$ cat src/rtl/uart_pkg.sv
// Shared UART definitions: receiver state encoding, parity codes and
// divider/counter sizing helpers common to the transmit and receive sides.
package uart_pkg;

  typedef enum logic [2:0] {
    ST_IDLE,
    ST_START,
    ST_DATA,
    ST_PARITY,
    ST_STOP,
    ST_GAP
  } rx_state_e;

  localparam logic [7:0] PAR_NONE = "L";
  localparam logic [7:0] PAR_EVEN = "M";
  localparam logic [7:0] PAR_ODD  = "N";

  function automatic int uart_clkdiv(input int clk_rate, input int baud_rate);
    int div;
    div = clk_rate / baud_rate;
    return (div < 4) ? 4 : div;
  endfunction

  // Bits needed to hold the value max_val (never less than one).
  function automatic int uart_cnt_w(input int max_val);
    return (max_val < 2) ? 1 : $clog2(max_val + 1);
  endfunction

endpackage

$ cat src/rtl/sync_2ff.sv
// Generic two-flop synchronizer for asynchronous inputs, with a
// configurable reset value so idle-high lines come out of reset idle.
module sync_2ff #(
  parameter int               WIDTH     = 1,
  parameter logic [WIDTH-1:0] RESET_VAL = '0
) (
  input  logic             clk,
  input  logic             rst_n,
  input  logic [WIDTH-1:0] d,
  output logic [WIDTH-1:0] q
);

  logic [WIDTH-1:0] meta;

  always_ff @(posedge clk or negedge rst_n) begin
    if (!rst_n) begin
      meta <= RESET_VAL;
      q    <= RESET_VAL;
    end else begin
      meta <= d;
      q    <= meta;
    end
  end

endmodule

$ cat src/rtl/uart_rx.sv
// Multi-word UART receiver: assembles WORD_COUNT words into one frame and
// flags parity, stop-bit and inter-word timeout errors, discarding the frame.
module uart_rx
  import uart_pkg::*;
#(
  parameter int         CLK_RATE   = 10000000,
  parameter int         BAUD_RATE  = 115200,
  parameter int         WORD_LEN   = 8,
  parameter int         WORD_COUNT = 1,
  parameter logic [7:0] PARITY     = PAR_NONE,
  parameter int         STOP       = 1,
  parameter int         TIMEOUT    = 16
) (
  input  logic                           clk_i,
  input  logic                           rst_ni,
  input  logic                           rx_i,
  output logic [WORD_COUNT*WORD_LEN-1:0] rx_data_o,
  output logic                           rx_valid_o,
  output logic                           rx_busy_o,
  output logic                           rx_parity_err_o,
  output logic                           rx_frame_err_o
);

  localparam int CLKDIV  = uart_clkdiv(CLK_RATE, BAUD_RATE);
  localparam int TMO     = TIMEOUT * CLKDIV;
  localparam int TW      = uart_cnt_w(TMO);
  localparam int CW      = uart_cnt_w(WORD_COUNT);
  localparam int FW      = WORD_COUNT * WORD_LEN;
  localparam bit HAS_PAR = (PARITY != PAR_NONE);

  localparam logic [TW-1:0] HALF_T = TW'(CLKDIV / 2);
  localparam logic [TW-1:0] BIT_T  = TW'(CLKDIV - 1);
  localparam logic [TW-1:0] TMO_T  = TW'(TMO - 1);
  localparam logic [CW-1:0] LAST_W = CW'(WORD_COUNT - 1);
  localparam logic [3:0]    LAST_D = 4'(WORD_LEN - 1);
  localparam logic [3:0]    LAST_S = 4'(STOP - 1);

  logic                rx_s;
  rx_state_e           state;
  logic [TW-1:0]       timer;
  logic [3:0]          bit_cnt;
  logic [CW-1:0]       word_cnt;
  logic                par_bad;
  logic [WORD_LEN-1:0] word;
  logic [FW-1:0]       frame;
  logic [FW-1:0]       frame_next;
  logic                at_half;
  logic                at_bit;
  logic                par_exp;
  logic                word_done;

  sync_2ff #(
    .WIDTH    (1),
    .RESET_VAL(1'b1)
  ) u_sync (
    .clk  (clk_i),
    .rst_n(rst_ni),
    .d    (rx_i),
    .q    (rx_s)
  );

  assign at_half    = (timer == HALF_T);
  assign at_bit     = (timer == BIT_T);
  assign par_exp    = (PARITY == PAR_ODD) ? ~^word : ^word;
  assign frame_next = FW'({frame, word});
  // Last stop bit of a word that survived parity and stop checks.
  assign word_done  = (state == ST_STOP) && at_bit && rx_s &&
                      (bit_cnt == LAST_S) && !par_bad;

  always_ff @(posedge clk_i or negedge rst_ni) begin
    if (!rst_ni) begin
      state           <= ST_IDLE;
      timer           <= '0;
      bit_cnt         <= '0;
      word_cnt        <= '0;
      par_bad         <= 1'b0;
      rx_data_o       <= '0;
      rx_valid_o      <= 1'b0;
      rx_busy_o       <= 1'b0;
      rx_parity_err_o <= 1'b0;
      rx_frame_err_o  <= 1'b0;
    end else begin
      rx_valid_o      <= 1'b0;
      rx_parity_err_o <= 1'b0;
      rx_frame_err_o  <= 1'b0;
      timer           <= timer + 1'b1;
      unique case (state)
        ST_IDLE: begin
          timer <= '0;
          if (!rx_s) begin
            state     <= ST_START;
            rx_busy_o <= 1'b1;
          end
        end
        ST_START: if (at_half) begin
          timer <= '0;
          if (rx_s) begin
            state <= ST_IDLE;
            if (word_cnt == '0) rx_busy_o <= 1'b0;
          end else begin
            state   <= ST_DATA;
            bit_cnt <= '0;
          end
        end
        ST_DATA: if (at_bit) begin
          timer   <= '0;
          bit_cnt <= bit_cnt + 1'b1;
          if (bit_cnt == LAST_D) begin
            bit_cnt <= '0;
            state   <= HAS_PAR ? ST_PARITY : ST_STOP;
          end
        end
        ST_PARITY: if (at_bit) begin
          timer   <= '0;
          state   <= ST_STOP;
          par_bad <= (rx_s != par_exp);
          if (rx_s != par_exp) begin
            rx_parity_err_o <= 1'b1;
            rx_busy_o       <= 1'b0;
            word_cnt        <= '0;
          end
        end
        ST_STOP: if (at_bit) begin
          timer   <= '0;
          bit_cnt <= bit_cnt + 1'b1;
          // A low stop bit aborts at once so the next falling edge resyncs.
          if (!rx_s) begin
            state     <= ST_IDLE;
            bit_cnt   <= '0;
            word_cnt  <= '0;
            par_bad   <= 1'b0;
            rx_busy_o <= 1'b0;
            if (!par_bad) rx_frame_err_o <= 1'b1;
          end else if (bit_cnt == LAST_S) begin
            bit_cnt <= '0;
            par_bad <= 1'b0;
            if (par_bad) begin
              state <= ST_IDLE;
            end else if (word_cnt == LAST_W) begin
              state      <= ST_IDLE;
              word_cnt   <= '0;
              rx_data_o  <= frame_next;
              rx_valid_o <= 1'b1;
              rx_busy_o  <= 1'b0;
            end else begin
              state    <= ST_GAP;
              word_cnt <= word_cnt + 1'b1;
            end
          end
        end
        ST_GAP: begin
          if (!rx_s) begin
            state <= ST_START;
            timer <= '0;
          end else if (timer == TMO_T) begin
            state          <= ST_IDLE;
            timer          <= '0;
            word_cnt       <= '0;
            rx_busy_o      <= 1'b0;
            rx_frame_err_o <= 1'b1;
          end
        end
        default: state <= ST_IDLE;
      endcase
    end
  end

  always_ff @(posedge clk_i) begin
    if (state == ST_DATA && at_bit) word <= {rx_s, word[WORD_LEN-1:1]};
    if (word_done) frame <= frame_next;
  end

endmodule

$ cat config.mk
export PLATFORM = sky130hd
export DESIGN_NAME = uart_rx
export DESIGN_NICKNAME = d
export VERILOG_FILES = /design/src/rtl/uart_pkg.sv /design/src/rtl/sync_2ff.sv /design/src/rtl/uart_rx.sv
export SDC_FILE = /design/constraint.sdc
export NUM_CORES = 1
export LEC_CHECK = 0
export ABC_CLOCK_PERIOD_IN_PS = 2200
export BUFFER_PORTS_ARGS = -buffer_cell sky130_fd_sc_hd__buf_2
export CORE_MARGIN = 2
export CORE_UTILIZATION = 25
export DETAILED_ROUTE_END_ITERATION = 12
export GPL_TIMING_DRIVEN = 0
export PLACE_DENSITY_LB_ADDON = 0.05
export SLEW_MARGIN = 20
export SYNTH_ARGS = -nofsm -noshare
export SYNTH_HDL_FRONTEND = slang
export SYNTH_SLANG_ARGS = --single-unit
$ cat constraint.sdc
create_clock -name clk_i -period 2.2 [get_ports clk_i]
set_clock_uncertainty 0.2 [all_clocks]
set_input_delay 0.22 -clock clk_i [delete_from_list [all_inputs] [get_ports clk_i]]
set_output_delay 0.22 -clock clk_i [all_outputs]
set_load 0.03 [all_outputs]
==> flow_summary.ini <==
[synthesis]
synthArstFlopShare_pct = 80.49
synth_area_um2 = 2074
synth_seq_cells = 41
ys_warn_count = 0
avgSynthCellArea_um2 = 10.86
synth-main-ff-cell = dfrtp_1
synth_nets = 198
synth_area_leaders = dfrtp_1, edfxtp_1, mux2_2
synth_cells = 191
synth_top_area_cell = dfrtp_1
yosysTopAreaCellShare_pct = 37.39
synth_cell_types = 49
synth-edff-count = 8
yosysSeqAreaShare_pct = 51.51

[critical_path]
cp_num_buf_inv = 0
crit_fanout = 2
crit_family = compound AO/OA/AOI/OAI gates
worst_setup_path_start_kind = flip-flop
end_kind = flip-flop
worstPathRequired_ns = 2.19
cp_data_arrival_time_ns = 2.35
path_cells = or4_4 -> o31a_1 -> a2111o_1 -> a221o_1 -> a22o_1
cpMaxStageDelayCell = or4_4
slowest_delay_ns = 0.54
path_class = reg -> reg

[clock_network]
clkTransAtPathRegs_ns = 0.09
htreeDepth = 2
cts_tree = yes
clock_path_buffers = 2
cts-buffers-inserted = 5
clkLatencyLatePin_ns = 0.29
cts_sinks = 41
cts_root_buf = clkbuf_8

[detailed_routing]
dr.pass1.iters = 4
drtIter0Drc = 81
drc_errors = 0
drt_wl_total_um = 5175
vias_per_cell = 4.700
vias = 1584
wl_per_cell_um = 15.36
antenna_left = 0

[final_layout]
num_antenna_cells = 0
area_growth_pct = 30.10
final_core_util_pct = 33.18
nets = 238
drive_gt1_share_pct = 34.91

[pwr]
leakagePower_nw = 1.164
p_total_mw = 1.557
power.density_nw_per_um2 = 577.0
vdd_drop_max_uv = 219.4

[timing]
slew_headroom_pct = 47.16
whs_ns = 0.1587
rsz0062_at_grt = true
setup_violations = 18
max_freq_ghz = 0.4234
finalCritPeriodShare_pct = 107.3
worst_slack_ns = -0.1617
timing.final.max_slew_violations = 0
tightest_slew_ns = 0.7926
hold_viol_final = 0
min_period_ns = 2.362

[grt]
grt_pass1_vias = 1633
grt_usage_pct = 12.28
antenna_found_initial = 0
grt_pass1_wl_um = 8480
grt_remaining_overflow = 0
grt_max_degree = 34

[placed_design]
place_congestion = 0.7920
port_buffers = 14
hpwl_um = 3349

[die]
dieHeight_um = 95.10
dieWidth_um = 95.10
std_cell_rows = 33
boundaryPins = 15
die_area_um2 = 9043
initial_core_util_pct = 25.50
core_area_um2 = 8134

[min_path]
hold_class = reg -> reg

[run_status]
violations = negative setup slack
status = complete, but fails checks

[job]
max_cap_violations = 0
cell usage after synthesis, drive strengths merged (3+ instances only):
master	number
a21o	4
and2	4
and3	6
clkbuf	4
dfrtp	31
edfxtp	8
ha	4
inv	7
mux2	8
nand2	15
nand2b	5
nand3	5
nor2	22
nor4	3
o21ai	12
xnor2	10
xor2	5
worst paths after layout:
kind / from / endpoint / slack, ns / cells past startpoint
worst max-delay path: timer[7]$_DFF_PN0_ / rx_busy_o$_DFFE_PN0P_ / -0.16 / 5
worst min-delay path: u_sync.meta$_DFF_PN1_ / u_sync.q$_DFF_PN1_ / 0.16 / 0
worst max register to register: timer[7]$_DFF_PN0_ / rx_busy_o$_DFFE_PN0P_ / -0.16 / 5
worst min register to register: u_sync.meta$_DFF_PN1_ / u_sync.q$_DFF_PN1_ / 0.16 / 0
max in group asynchronous: rst_ni / timer[2]$_DFF_PN0_ / 0.89 / 2
min in group asynchronous: rst_ni / rx_data_o[3]$_DFFE_PN0P_ / 0.35 / 2
final cells by class:
cell class	instances	area (µm²)
Buffer	5	27.53
Clock buffer	5	68.82
Clock inverter	3	21.27
Fill cell	832	5435
Inverter	7	26.28
Multi-Input combinational cell	137	1105
Sequential cell	41	1076
Tap cell	105	131.4
Timing Repair Buffer	34	242.7
sequential cells by signal, summed over array words and instances, names as in the netlist, 3 cells and up:
register / count
rx_data_o: 8
timer: 11
bit_cnt: 4
state: 3
frame_next: 8
metal layers:
layer	vias to the layer above	wire (µm)	GRT usage, %
met5	-	0	0
met1	799	2482	16.73
met3	4	135	2.451
met2	22	2517	19.54
li1	759	-	-
met4	0	40	3.986
cell usage in the layout (no fill, tap or decap), types with 7 or more instances in the layout:
master	Yosys	layout
buf_2	1	15
buf_4	0	14
dfrtp_1	31	25
edfxtp_1	8	8
inv_1	7	7
mux2_4	0	8
nand2_1	15	13
nor2_1	22	20
o21ai_0	12	8
xnor2_1	10	10
kinds of logic (layout without fill, tap and decap cells):
family	after synthesis	after routing	share of synthesized area [%]
buf+inv	13	54	2.774
mux	8	8	4.343
xor+xnor	16	16	7.418
flops	41	41	51.51
compound gates	34	34	11.58
fa+ha+maj	4	4	2.413
simple gates	75	75	19.96
stage by stage:
| stage | setup TNS [ns] | std cells | instance area, µm² | setup WS (ns) |
|---|---|---|---|---|
| after floorplan | -0.3860 | 191 | 2077 | -0.1189 |
| after global placement | -12.23 | 310 | 2278 | -0.4479 |
| after detailed placement | -13.19 | 310 | 2278 | -0.5057 |
| after CTS | -2.251 | 329 | 2540 | -0.1817 |
| after global routing | -2.937 | 337 | 2699 | -0.2134 |
| final | -1.319 | 337 | 2699 | -0.1617 |
repair_timing:
item	in CTS	in global routing
hold buffers	2	0
cloned	0	1
pin swaps	10	10
setup buffers	9	8
resized for setup	20	27
hold endpoints to repair	32	0
setup endpoints to repair	35	36
power by group:
group | internal (mW) | leakage, nW | switching [mW]
logic | 0.0908 | 0.618 | 0.138
registers | 0.798 | 0.502 | 0.0194
clock network | 0.225 | 0.0445 | 0.285
total | 1.11 | 1.16 | 0.443
Power figures use the tool's default switching activity.
